$ cat src/rtl/i2c_slave_pkg.sv
// Shared types and constants for the I2C target.
// Contents: FSM state enum, ACK/NACK bit levels, byte returned on TX underflow.
package i2c_pkg;

    typedef enum logic [2:0] {
        StIdle,
        StAddr,
        StAddrAck,
        StRxByte,
        StRxAck,
        StTxByte,
        StTxAck,
        StWaitStop
    } i2c_slv_state_e;

    localparam logic I2C_ACK  = 1'b0;
    localparam logic I2C_NACK = 1'b1;

    localparam logic [7:0] I2C_UNDERFLOW_BYTE = 8'hFF;

endpackage

$ cat src/rtl/i2c_slave_if.sv
// Bus and FIFO-side signals of the I2C target.
// Pins: scl_i, sda_i (raw levels), sda_o (open-drain drive, 0 = pull low).
// RX FIFO: rx_data, rx_wr, rx_full.  TX FIFO: tx_data, tx_rd, tx_empty.
// Status: busy (addressed), done (STOP ended an addressed transfer).
interface i2c_slave_if;
    logic       scl_i;
    logic       sda_i;
    logic       sda_o;
    logic [7:0] rx_data;
    logic       rx_wr;
    logic       rx_full;
    logic [7:0] tx_data;
    logic       tx_rd;
    logic       tx_empty;
    logic       busy;
    logic       done;

    modport slave (
        input  scl_i, sda_i, rx_full, tx_data, tx_empty,
        output sda_o, rx_data, rx_wr, tx_rd, busy, done
    );

    modport master (
        output scl_i, sda_i, rx_full, tx_data, tx_empty,
        input  sda_o, rx_data, rx_wr, tx_rd, busy, done
    );
endinterface

$ cat src/rtl/i2c_slave_line_sync.sv
// SCL/SDA synchronizers plus edge, START and STOP detection.
// Ports: clk, rst (async, active high), scl_pin/sda_pin (raw levels),
//        sda (synchronized level), scl_rise, scl_fall, start, stop (one-clk events).
module i2c_line_sync #(
    parameter int unsigned SYNC_STAGES = 2
) (
    input  logic clk,
    input  logic rst,
    input  logic scl_pin,
    input  logic sda_pin,
    output logic sda,
    output logic scl_rise,
    output logic scl_fall,
    output logic start,
    output logic stop
);

    logic [SYNC_STAGES-1:0] scl_sync;
    logic [SYNC_STAGES-1:0] sda_sync;
    logic                   scl_prev;
    logic                   sda_prev;
    logic                   scl;

    // Reset to the idle-bus level so leaving reset creates no spurious edges.
    always_ff @(posedge clk or posedge rst) begin
        if (rst) begin
            scl_sync <= '1;
            sda_sync <= '1;
            scl_prev <= 1'b1;
            sda_prev <= 1'b1;
        end else begin
            scl_sync <= {scl_sync[SYNC_STAGES-2:0], scl_pin};
            sda_sync <= {sda_sync[SYNC_STAGES-2:0], sda_pin};
            scl_prev <= scl;
            sda_prev <= sda;
        end
    end

    assign scl      = scl_sync[SYNC_STAGES-1];
    assign sda      = sda_sync[SYNC_STAGES-1];
    assign scl_rise = scl & ~scl_prev;
    assign scl_fall = ~scl & scl_prev;
    // SDA may only change with SCL held high across both samples.
    assign start    = scl & scl_prev & sda_prev & ~sda;
    assign stop     = scl & scl_prev & ~sda_prev & sda;

endmodule

$ cat src/rtl/i2c_slave.sv
// Byte-oriented I2C target on one 7-bit address.
// Ports: clk, rst (async, active high), bus (i2c_slave_if.slave: pins, FIFO strobes, status).
// Writes go to the RX FIFO via rx_wr; reads are served from the TX FIFO via tx_rd.
module i2c_slave
    import i2c_pkg::*;
#(
    parameter logic [6:0]  SLV_ADDR    = 7'h50,
    parameter int unsigned SYNC_STAGES = 2
) (
    input logic       clk,
    input logic       rst,
    i2c_slave_if.slave bus
);

    logic sda, scl_rise, scl_fall, start, stop;

    i2c_line_sync #(
        .SYNC_STAGES(SYNC_STAGES)
    ) u_line_sync (
        .clk     (clk),
        .rst     (rst),
        .scl_pin (bus.scl_i),
        .sda_pin (bus.sda_i),
        .sda     (sda),
        .scl_rise(scl_rise),
        .scl_fall(scl_fall),
        .start   (start),
        .stop    (stop)
    );

    i2c_slv_state_e state_q, state_d;
    logic [2:0] bit_cnt_q, bit_cnt_d;
    logic [7:0] shift_q, shift_d, shift_in;
    logic [7:0] rx_data_q, rx_data_d;
    logic       rw_q, rw_d;
    logic       phase_q, phase_d;  // ACK slot: second half reached / master ACK seen
    logic       sda_o_q, sda_o_d;
    logic       rx_wr_q, rx_wr_d;
    logic       tx_rd_q, tx_rd_d;
    logic       busy_q, busy_d;
    logic       done_q, done_d;
    logic       load_tx, send_first;

    always_ff @(posedge clk or posedge rst) begin
        if (rst) begin
            state_q   <= StIdle;
            bit_cnt_q <= 3'd0;
            shift_q   <= 8'h00;
            rx_data_q <= 8'h00;
            rw_q      <= 1'b0;
            phase_q   <= 1'b0;
            sda_o_q   <= 1'b1;
            rx_wr_q   <= 1'b0;
            tx_rd_q   <= 1'b0;
            busy_q    <= 1'b0;
            done_q    <= 1'b0;
        end else begin
            state_q   <= state_d;
            bit_cnt_q <= bit_cnt_d;
            shift_q   <= shift_d;
            rx_data_q <= rx_data_d;
            rw_q      <= rw_d;
            phase_q   <= phase_d;
            sda_o_q   <= sda_o_d;
            rx_wr_q   <= rx_wr_d;
            tx_rd_q   <= tx_rd_d;
            busy_q    <= busy_d;
            done_q    <= done_d;
        end
    end

    always_comb begin
        state_d    = state_q;
        bit_cnt_d  = bit_cnt_q;
        shift_d    = shift_q;
        rx_data_d  = rx_data_q;
        rw_d       = rw_q;
        phase_d    = phase_q;
        sda_o_d    = sda_o_q;
        rx_wr_d    = 1'b0;
        tx_rd_d    = 1'b0;
        busy_d     = busy_q;
        done_d     = 1'b0;
        load_tx    = 1'b0;
        send_first = 1'b0;
        shift_in   = {shift_q[6:0], sda};

        // The FIFO presents the byte in the cycle its read strobe is high.
        if (tx_rd_q) begin
            shift_d = bus.tx_data;
        end

        if (stop) begin
            state_d = StIdle;
            sda_o_d = I2C_NACK;
            done_d  = busy_q;
            busy_d  = 1'b0;
            phase_d = 1'b0;
        end else if (start) begin
            state_d   = StAddr;
            bit_cnt_d = 3'd7;
            sda_o_d   = I2C_NACK;
            busy_d    = 1'b0;
            phase_d   = 1'b0;
        end else begin
            case (state_q)
                StAddr: begin
                    if (scl_rise) begin
                        shift_d = shift_in;
                        if (bit_cnt_q == 3'd0) begin
                            if (shift_in[7:1] == SLV_ADDR) begin
                                state_d = StAddrAck;
                                busy_d  = 1'b1;
                                rw_d    = shift_in[0];
                            end else begin
                                state_d = StWaitStop;
                            end
                        end else begin
                            bit_cnt_d = bit_cnt_q - 3'd1;
                        end
                    end
                end
                StAddrAck: begin
                    if (scl_fall) begin
                        if (!phase_q) begin
                            sda_o_d = I2C_ACK;
                            phase_d = 1'b1;
                            load_tx = rw_q;
                        end else begin
                            phase_d = 1'b0;
                            if (rw_q) begin
                                send_first = 1'b1;
                            end else begin
                                state_d   = StRxByte;
                                sda_o_d   = I2C_NACK;
                                bit_cnt_d = 3'd7;
                            end
                        end
                    end
                end
                StRxByte: begin
                    if (scl_rise) begin
                        shift_d = shift_in;
                        if (bit_cnt_q == 3'd0) begin
                            if (!bus.rx_full) begin
                                rx_wr_d   = 1'b1;
                                rx_data_d = shift_in;
                                state_d   = StRxAck;
                                phase_d   = 1'b0;
                            end else begin
                                // SDA already released: the master reads a NACK.
                                state_d = StWaitStop;
                            end
                        end else begin
                            bit_cnt_d = bit_cnt_q - 3'd1;
                        end
                    end
                end
                StRxAck: begin
                    if (scl_fall) begin
                        if (!phase_q) begin
                            sda_o_d = I2C_ACK;
                            phase_d = 1'b1;
                        end else begin
                            sda_o_d   = I2C_NACK;
                            phase_d   = 1'b0;
                            state_d   = StRxByte;
                            bit_cnt_d = 3'd7;
                        end
                    end
                end
                StTxByte: begin
                    if (scl_fall) begin
                        if (bit_cnt_q == 3'd0) begin
                            sda_o_d = I2C_NACK;
                            state_d = StTxAck;
                            phase_d = 1'b0;
                        end else begin
                            sda_o_d   = shift_q[7];
                            shift_d   = {shift_q[6:0], 1'b1};
                            bit_cnt_d = bit_cnt_q - 3'd1;
                        end
                    end
                end
                StTxAck: begin
                    if (!phase_q && scl_rise) begin
                        if (sda == I2C_ACK) begin
                            phase_d = 1'b1;
                            load_tx = 1'b1;
                        end else begin
                            state_d = StWaitStop;
                        end
                    end else if (phase_q && scl_fall) begin
                        phase_d    = 1'b0;
                        send_first = 1'b1;
                    end
                end
                StIdle, StWaitStop: begin
                    sda_o_d = I2C_NACK;
                end
                default: begin
                    state_d = StIdle;
                    sda_o_d = I2C_NACK;
                end
            endcase
        end

        if (load_tx) begin
            if (bus.tx_empty) begin
                shift_d = I2C_UNDERFLOW_BYTE;
            end else begin
                tx_rd_d = 1'b1;
            end
        end

        // First data bit goes out on the fall that ends the preceding ACK slot.
        if (send_first) begin
            state_d   = StTxByte;
            sda_o_d   = shift_q[7];
            shift_d   = {shift_q[6:0], 1'b1};
            bit_cnt_d = 3'd7;
        end
    end

    assign bus.sda_o   = sda_o_q;
    assign bus.rx_data = rx_data_q;
    assign bus.rx_wr   = rx_wr_q;
    assign bus.tx_rd   = tx_rd_q;
    assign bus.busy    = busy_q;
    assign bus.done    = done_q;

endmodule

$ cat src/flat_wrapper.sv
// flat-port wrapper written by rule: the top's interface ports become plain ports
module i2c_slave_flat import i2c_pkg::*;
#(
    parameter logic [6:0]  SLV_ADDR    = 7'h50,
    parameter int unsigned SYNC_STAGES = 2
)
  (clk, rst, bus_scl_i, bus_sda_i, bus_rx_full, bus_tx_data, bus_tx_empty, bus_sda_o, bus_rx_data, bus_rx_wr, bus_tx_rd, bus_busy, bus_done);
  i2c_slave_if bus_i ();
  input logic clk;
  input logic rst;
  input wire logic [$bits(bus_i.scl_i)-1:0] bus_scl_i;
  input wire logic [$bits(bus_i.sda_i)-1:0] bus_sda_i;
  input wire logic [$bits(bus_i.rx_full)-1:0] bus_rx_full;
  input wire logic [$bits(bus_i.tx_data)-1:0] bus_tx_data;
  input wire logic [$bits(bus_i.tx_empty)-1:0] bus_tx_empty;
  output wire logic [$bits(bus_i.sda_o)-1:0] bus_sda_o;
  output wire logic [$bits(bus_i.rx_data)-1:0] bus_rx_data;
  output wire logic [$bits(bus_i.rx_wr)-1:0] bus_rx_wr;
  output wire logic [$bits(bus_i.tx_rd)-1:0] bus_tx_rd;
  output wire logic [$bits(bus_i.busy)-1:0] bus_busy;
  output wire logic [$bits(bus_i.done)-1:0] bus_done;
  assign bus_i.scl_i = bus_scl_i;
  assign bus_i.sda_i = bus_sda_i;
  assign bus_i.rx_full = bus_rx_full;
  assign bus_i.tx_data = bus_tx_data;
  assign bus_i.tx_empty = bus_tx_empty;
  assign bus_sda_o = bus_i.sda_o;
  assign bus_rx_data = bus_i.rx_data;
  assign bus_rx_wr = bus_i.rx_wr;
  assign bus_tx_rd = bus_i.tx_rd;
  assign bus_busy = bus_i.busy;
  assign bus_done = bus_i.done;
  i2c_slave #(.SLV_ADDR(SLV_ADDR), .SYNC_STAGES(SYNC_STAGES)) u_core (.clk(clk), .rst(rst), .bus(bus_i));
endmodule
$ cat config.mk
export PLATFORM = sky130hd
export DESIGN_NAME = i2c_slave_flat
export DESIGN_NICKNAME = d
export VERILOG_FILES = /design/src/rtl/i2c_slave_pkg.sv /design/src/rtl/i2c_slave_if.sv /design/src/rtl/i2c_slave_line_sync.sv /design/src/rtl/i2c_slave.sv /design/src/flat_wrapper.sv
export SDC_FILE = /design/constraint.sdc
export NUM_CORES = 1
export LEC_CHECK = 0
export ABC_CLOCK_PERIOD_IN_PS = 2400
export CAP_MARGIN = 25
export CORE_MARGIN = 2
export CORE_UTILIZATION = 54
export DETAILED_ROUTE_END_ITERATION = 6
export PLACE_DENSITY = 0.85
export SYNTH_ARGS = -nofsm -noshare
export SYNTH_HDL_FRONTEND = slang
export SYNTH_SLANG_ARGS = --single-unit
$ cat constraint.sdc
create_clock -name clk -period 2.4 [get_ports clk]
set_input_delay 0.48 -clock clk [delete_from_list [all_inputs] [get_ports clk]]
set_output_delay 0.48 -clock clk [all_outputs]
set_load 0.02 [all_outputs]
---- Yosys cells after proc, flatten, opt, wreduce, memory -nomap -nowiden ----
Cells that the tools add are included.
word-level totals
  register bits after elaboration ......... 35
  bits in latches ......................... 0
  RAM bits ................................ 0
  memory bits (read-only) ................. 0
  bits of input ports ..................... 14
  output and inout port bits .............. 13
  word-level logic and storage cells ...... 186
  memories ................................ 0
cells by class
  add/sub/neg operators ................... 1
  $mul .................................... 0
  divide/modulo/power cells ............... 0
  $lt $le $gt $ge ......................... 0
  eq/ne operators ......................... 38
  shift-type cells ........................ 0
  muxes and demuxes ....................... 95
  bitwise gates (word level) .............. 14
  reductions and logical operators ........ 23
operators with widths
  kind                  count
  $mux W3               28
  $mux W8               9
  $ne A5 B1 Y1 const B  12
  $mux W1               50
  $ne A4 B1 Y1 const B  11
  $pmux W3 S6           1
  $reduce_and A9 Y1     2
  $pmux W8 S2           1
  $reduce_and A14 Y1    1
  $eq A3 B3 Y1 const B  4
  $pmux W3 S4           1
  $reduce_and A6 Y1     2
  $reduce_bool A3 Y1    4
  $reduce_bool A6 Y1    2
  $ne A5 B3 Y1 const B  2
  $reduce_bool A9 Y1    1
  $pmux W1 S4           2
  $and A1 B1 Y1         7
  $eq A7 B7 Y1 const B  1
  $not A1 Y1            7
  $reduce_bool A7 Y1    1
  $eq A3 B2 Y1 const B  2
  $logic_not A3 Y1      2
  $ne A6 B4 Y1 const B  1
  other kinds (13)      17

---- Longest topological paths before layout ----
Gate-level depths: netlist of run 1.
  word-level depth ........................ 10
  mapped depth ............................ 8
  mapped depth without buffers ............ 7

---- By module ----
From an unflattened synthesis of run 1, not the netlist that was laid out.
second synthesis, totals
  cell total of the unflattened synthesis .. 197
  area total of the unflattened synthesis .. 2042.0 um^2
by module, submodules not included
  module         times used  cells each  area an instance (um^2)  seq. area each (um^2)
  i2c_slave      1           186         1848.0                   726.9
  i2c_line_sync  1           11          193.9                    157.7

---- Least setup slack after synthesis of run 1 ----
OpenSTA, ideal clock, no wires.
  path kind ............................... register -> register
  start ................................... reg u_core.bit_cnt_q[0]
  end ..................................... reg u_core.state_q[2]
  library setup time ...................... 0.125 ns
  arrival ................................. 1.729 ns
  data required time ...................... 2.275 ns
  setup slack ............................. 0.546 ns
  cell stages (with the launch flop) ...... 8
  path buffers ............................ 0
  period minus slack after synthesis ...... 1.854 ns
  cell sequence ........................... dfrtp_1 > inv_1 > ha_1 > nor2b_1 > a21boi_1 > a2111oi_4 > a21oi_2 > mux2_4
between the ends
  longest elaborated chain between the ends .. 3
  elaborated cells on any way between the ends .. 5
  classes of those cells .................. 3 x eq/ne; 2 x reduce/logical
RTL lines
  what                            RTL line                                              source
  start: declaration              i2c_slave.sv:32                                       logic [2:0] bit_cnt_q, bit_cnt_d;
  start signal: assignment        i2c_slave.sv:59                                       bit_cnt_q <= bit_cnt_d;
  $logic_not A3 Y1 *              i2c_slave.sv:110, i2c_slave.sv:144, i2c_slave.sv:174
  $ne A5 B1 Y1 (no line)          -
  $reduce_and A14 Y1 (no line) *  -
  end signal: assignment          i2c_slave.sv:46                                       state_q <= StIdle;
  end signal: assignment          i2c_slave.sv:58                                       state_q <= state_d;
  end: declaration                i2c_slave.sv:31                                       i2c_slv_state_e state_q, state_d;
Mark *: on every way between the ends. The rest lies on a longest branch, timed or not.
A chain may end at the register's enable or synchronous reset.

---- Final worst setup path of run 1 ----
  start ................................... reg u_core.state_q[2]
  end ..................................... reg u_core.shift_q[2]
between the ends
  longest elaborated chain between the ends .. 8
  elaborated cells on any way between the ends .. 18
  classes of those cells .................. 5 x eq/ne; 12 x mux; 1 x reduce/logical
RTL lines
  what                                                 RTL line          source
  $eq A3 B1 Y1 / $eq A3 B2 Y1 (equally long branches)  i2c_slave.sv:106  case (state_q)
  $reduce_or A2 Y1 (no line)                           -
  $pmux W8 S2                                          i2c_slave.sv:106
  $mux W8                                              i2c_slave.sv:99   end else if (start) begin
  $mux W8                                              i2c_slave.sv:93   if (stop) begin
  $mux W8                                              i2c_slave.sv:209  if (bus.tx_empty) begin
  $mux W8                                              i2c_slave.sv:208  if (load_tx) begin
  $mux W8 *                                            i2c_slave.sv:217  if (send_first) begin
  named net u_core.shift_d[2]                          i2c_slave.sv:33   logic [7:0] shift_q, shift_d, shift_in;
  end signal: assignment                               i2c_slave.sv:60   shift_q <= shift_d;
  end: declaration                                     i2c_slave.sv:33
Mark *: on every way through the listed nets, which the timed path passes. The rest lies on a longest branch.

==> summary.md, run 1 <==
| Metric | Value |
|---|---|
| Core Area | `0.00342 mm²` |
| # clock sinks | `35` |
| Post-CTS resize count | `0` |
| Die area | `0.00411 mm²` |
| Final setup vio count | `0` |
| Measured slew at the worst slew-check pin | `0.979 ns` |
| Nets | `238` |
| Post-CTS Hold Fix Bufs | `0` |
| DRT iter0 DRCs | `102` |
| Gr ovfl total | `0` |
| Max Clock Skew | `0.0141 ns` |
| Tmin final | `2.15 ns` |
| Synth top cells by count | `dfrtp_1 (28), nand2_1 (20), nor2_1 (11), mux2i_1 (10), o211ai_1 (10)` |
| Seq/Total Area, Yosys | `45.3%` |
| Synth Area per Inst | `10.1 µm²` |
| Hold Violations, Final | `0` |
| Max-Slew Margin vs Limit | `34.8%` |
| Setup ws final | `0.251 ns` |
| Number of cells on the worst reg-to-reg path | `4` |
| Num rows | `21` |
| Drc violations | `0` |
| Setup bufs post-CTS | `0` |
| Synth Instances | `193` |
| Worst setup SP type | `flop` |
| CP Capture Type | `flop` |
| Post-synth EDFFs | `0` |
| Largest net degree at the start of global routing | `36` |
| Total Routing Usage GR | `22.2%` |
| Clk pin slew, worst setup/hold paths | `0.11 ns` |
| First-pass GRT wire length | `7040 µm` |
| Share of layout cells above drive strength 1 | `15.2%` |
| Final HPWL DP | `2850 µm` |
| Post-synth cell types | `49` |
| Setup_tns | `0 ns` |
| Post-synth top area cell | `dfrtp_1` |
| Drt pass-1 iters | `4` |
| Diodes inserted | `0` |
| Top_reg_cell synth | `dfrtp_1` |
| Top post-synthesis cells by area | `dfrtp_1 (36%), dfstp_2 (9.4%), mux2_2 (5.2%)` |
| VDD IR max | `0.000585 V` |
| Ports | `27` |
| WL met1 | `1820 µm` |
| Syn Nets | `209` |
| ANT nets after route | `0` |
| Num CTS Buffers | `5` |
| Final period util | `89.6%` |
| Max Root-Sink Buffers | `2` |
| Count leader, synth | `dfrtp_1` |
| Leak pwr | `0.930 nW` |
| Drt wl/cell | `15.0 µm` |
| Clock latency on the worst-skew pair | `0.34 ns` |
| Met3 wire len | `273 µm` |
| Worst-path fanout max | `16` |
| RSZ-0062 raised after global routing | `no` |
| Via density | `5.95` |
| Fmax | `0.465 GHz` |
| Gpl congestion | `0.914` |
| Status | `completed` |
| Synthesis-to-finish area growth | `18.7%` |
| Pins Over Slew Limit | `0` |
| Metal2 WL | `1870 µm` |
| Antenna violations before repair | `0` |
| Via Count | `1600` |
| Crit path kind | `flop to flop` |
| Async SR Flop Fraction | `100%` |
| Die height | `64.1 µm` |
| Yosys warnings | `0` |
| WHS Path Cells | `0` |
| Crit path DAT | `2.34 ns` |
| CP Data Required Time | `2.59 ns` |
| Die width | `64.1 µm` |
| CTS root buf | `clkbuf_4` |
| Synthesized area | `0.00195 mm²` |
| Port Buf Inserts | `26` |
| Post-Route WL | `4030 µm` |
| Worst Hold Class | `flop to flop` |
| Max_cap viols | `0` |
| Initial Util | `57.1%` |
| Share of the synthesized area in the top cell type | `35.9%` |
| P per Cell Area | `966 mW/mm²` |
| Number of global-route vias before repair | `1501` |
| Uppermost routed layer | `met4` |
| DP Worst Slack | `0.339 ns` |
| Yosys reg bits | `35` |
| TritonCTS clock tree | `yes` |
| H-tree depth | `2` |
[final timing paths]
| check | start | to | slack, ns |
|---|---|---|---|
| max in group asynchronous | rst | u_core.u_line_sync.scl_prev | 1.54 |
| setup / recovery | u_core.state_q[2] | u_core.shift_q[2] | 0.25 |
| min in group asynchronous | rst | u_core.shift_q[0] | 0.51 |
| setup reg to reg | u_core.state_q[2] | u_core.shift_q[2] | 0.25 |
| hold reg to reg | u_core.u_line_sync.scl_sync[0] | u_core.u_line_sync.scl_sync[1] | 0.36 |
| hold / removal | u_core.u_line_sync.scl_sync[0] | u_core.u_line_sync.scl_sync[1] | 0.36 |
[kinds of logic (layout without fill, tap and decap cells)]
family	Yosys count	after routing	synth area share [%]
compound gates	46	46	17.1
xor+xnor	1	1	0.449
fa+ha+maj	2	2	1.28
buf+inv	15	45	3.40
flops	35	35	45.3
mux	21	21	11.7
simple gates	73	73	20.8
[power by group]
group          total, mW  switching, mW  internal, mW
clock              0.309          0.193         0.116
sequential         0.972          0.221         0.750
combinational      0.957          0.475         0.482
total               2.24          0.890          1.35
[worst max-delay path, stage by stage, from the launching register on]
cell and delay [ns]:
dfrtp_1 0.66, and3b_1 0.27, a32oi_1 0.08, o22ai_1 0.77
o211ai_1 0.21
[metrics by stage]
stage	cells	total power [mW]	util [%]	cell area, µm²	hold WS, ns
after floorplan	193	1.69	-	1950	0.345
after global placement	261	1.90	66.3	2260	0.346
after detailed placement	261	1.92	66.3	2260	0.347
after CTS	269	2.24	67.8	2320	0.362
after global routing	269	2.41	67.8	2320	0.368
final	269	2.24	67.8	2320	0.360
[layout by cell type, fill, tap and decap left out, types with 2 or more instances in the layout]
master	count
nor2_1	11
clkbuf_4	5
a21oi_1	8
nor2b_1	4
dfrtp_1	28
inv_1	6
nor4_1	2
clkdlybuf4s50_1	26
o211ai_1	10
and3b_1	2
nor3_1	2
buf_4	5
mux2i_1	10
nor3b_1	4
o31ai_1	3
clkbuf_1	2
nand3_1	5
o21ai_1	2
o21ai_0	8
mux2_2	9
nand2_1	20
dfstp_2	7
ha_1	2
nand4_1	5
and2b_4	2
nand2b_1	9
[cell type report]
| class | count | area (µm²) |
|---|---|---|
| clock buffers | 7 | 45.0 |
| clock inverters | 1 | 7.51 |
| fillers | 268 | 1100 |
| inverters | 6 | 22.5 |
| multi-input cells | 143 | 1000 |
| flip-flops and latches | 35 | 885 |
| well taps | 46 | 57.6 |
| repair buffers | 31 | 298 |
[registers in the layout, summed over array words and instances (netlist names), 2 cells and up]
| name | cells |
|---|---|
| u_core.shift_q | 8 |
| u_core.u_line_sync.sda_sync | 2 |
| u_core.bus.rx_data | 8 |
| u_core.state_q | 3 |
| u_core.u_line_sync.scl_sync | 2 |
| u_core.bit_cnt_q | 3 |
[per-layer routing]
metal  track usage [%]  vias up
met2              32.4       65
met4              9.04        0
met5                 0        -
met1              32.1      761
li1                  -      766
met3              4.93        8
Note: power is estimated with default switching activity, not from simulation.
==> inputs of run 2 (changes only) <==
--- a/config.mk
+++ b/config.mk
@@ -10,6 +10,7 @@
 export CORE_MARGIN = 2
 export CORE_UTILIZATION = 54
 export DETAILED_ROUTE_END_ITERATION = 6
+export GPL_TIMING_DRIVEN = 1
 export PLACE_DENSITY = 0.85
 export SYNTH_ARGS = -nofsm -noshare
 export SYNTH_HDL_FRONTEND = slang
==> results of run 2 <==
Same layout as run 1: the final DEF is identical, and so are final timing and power.
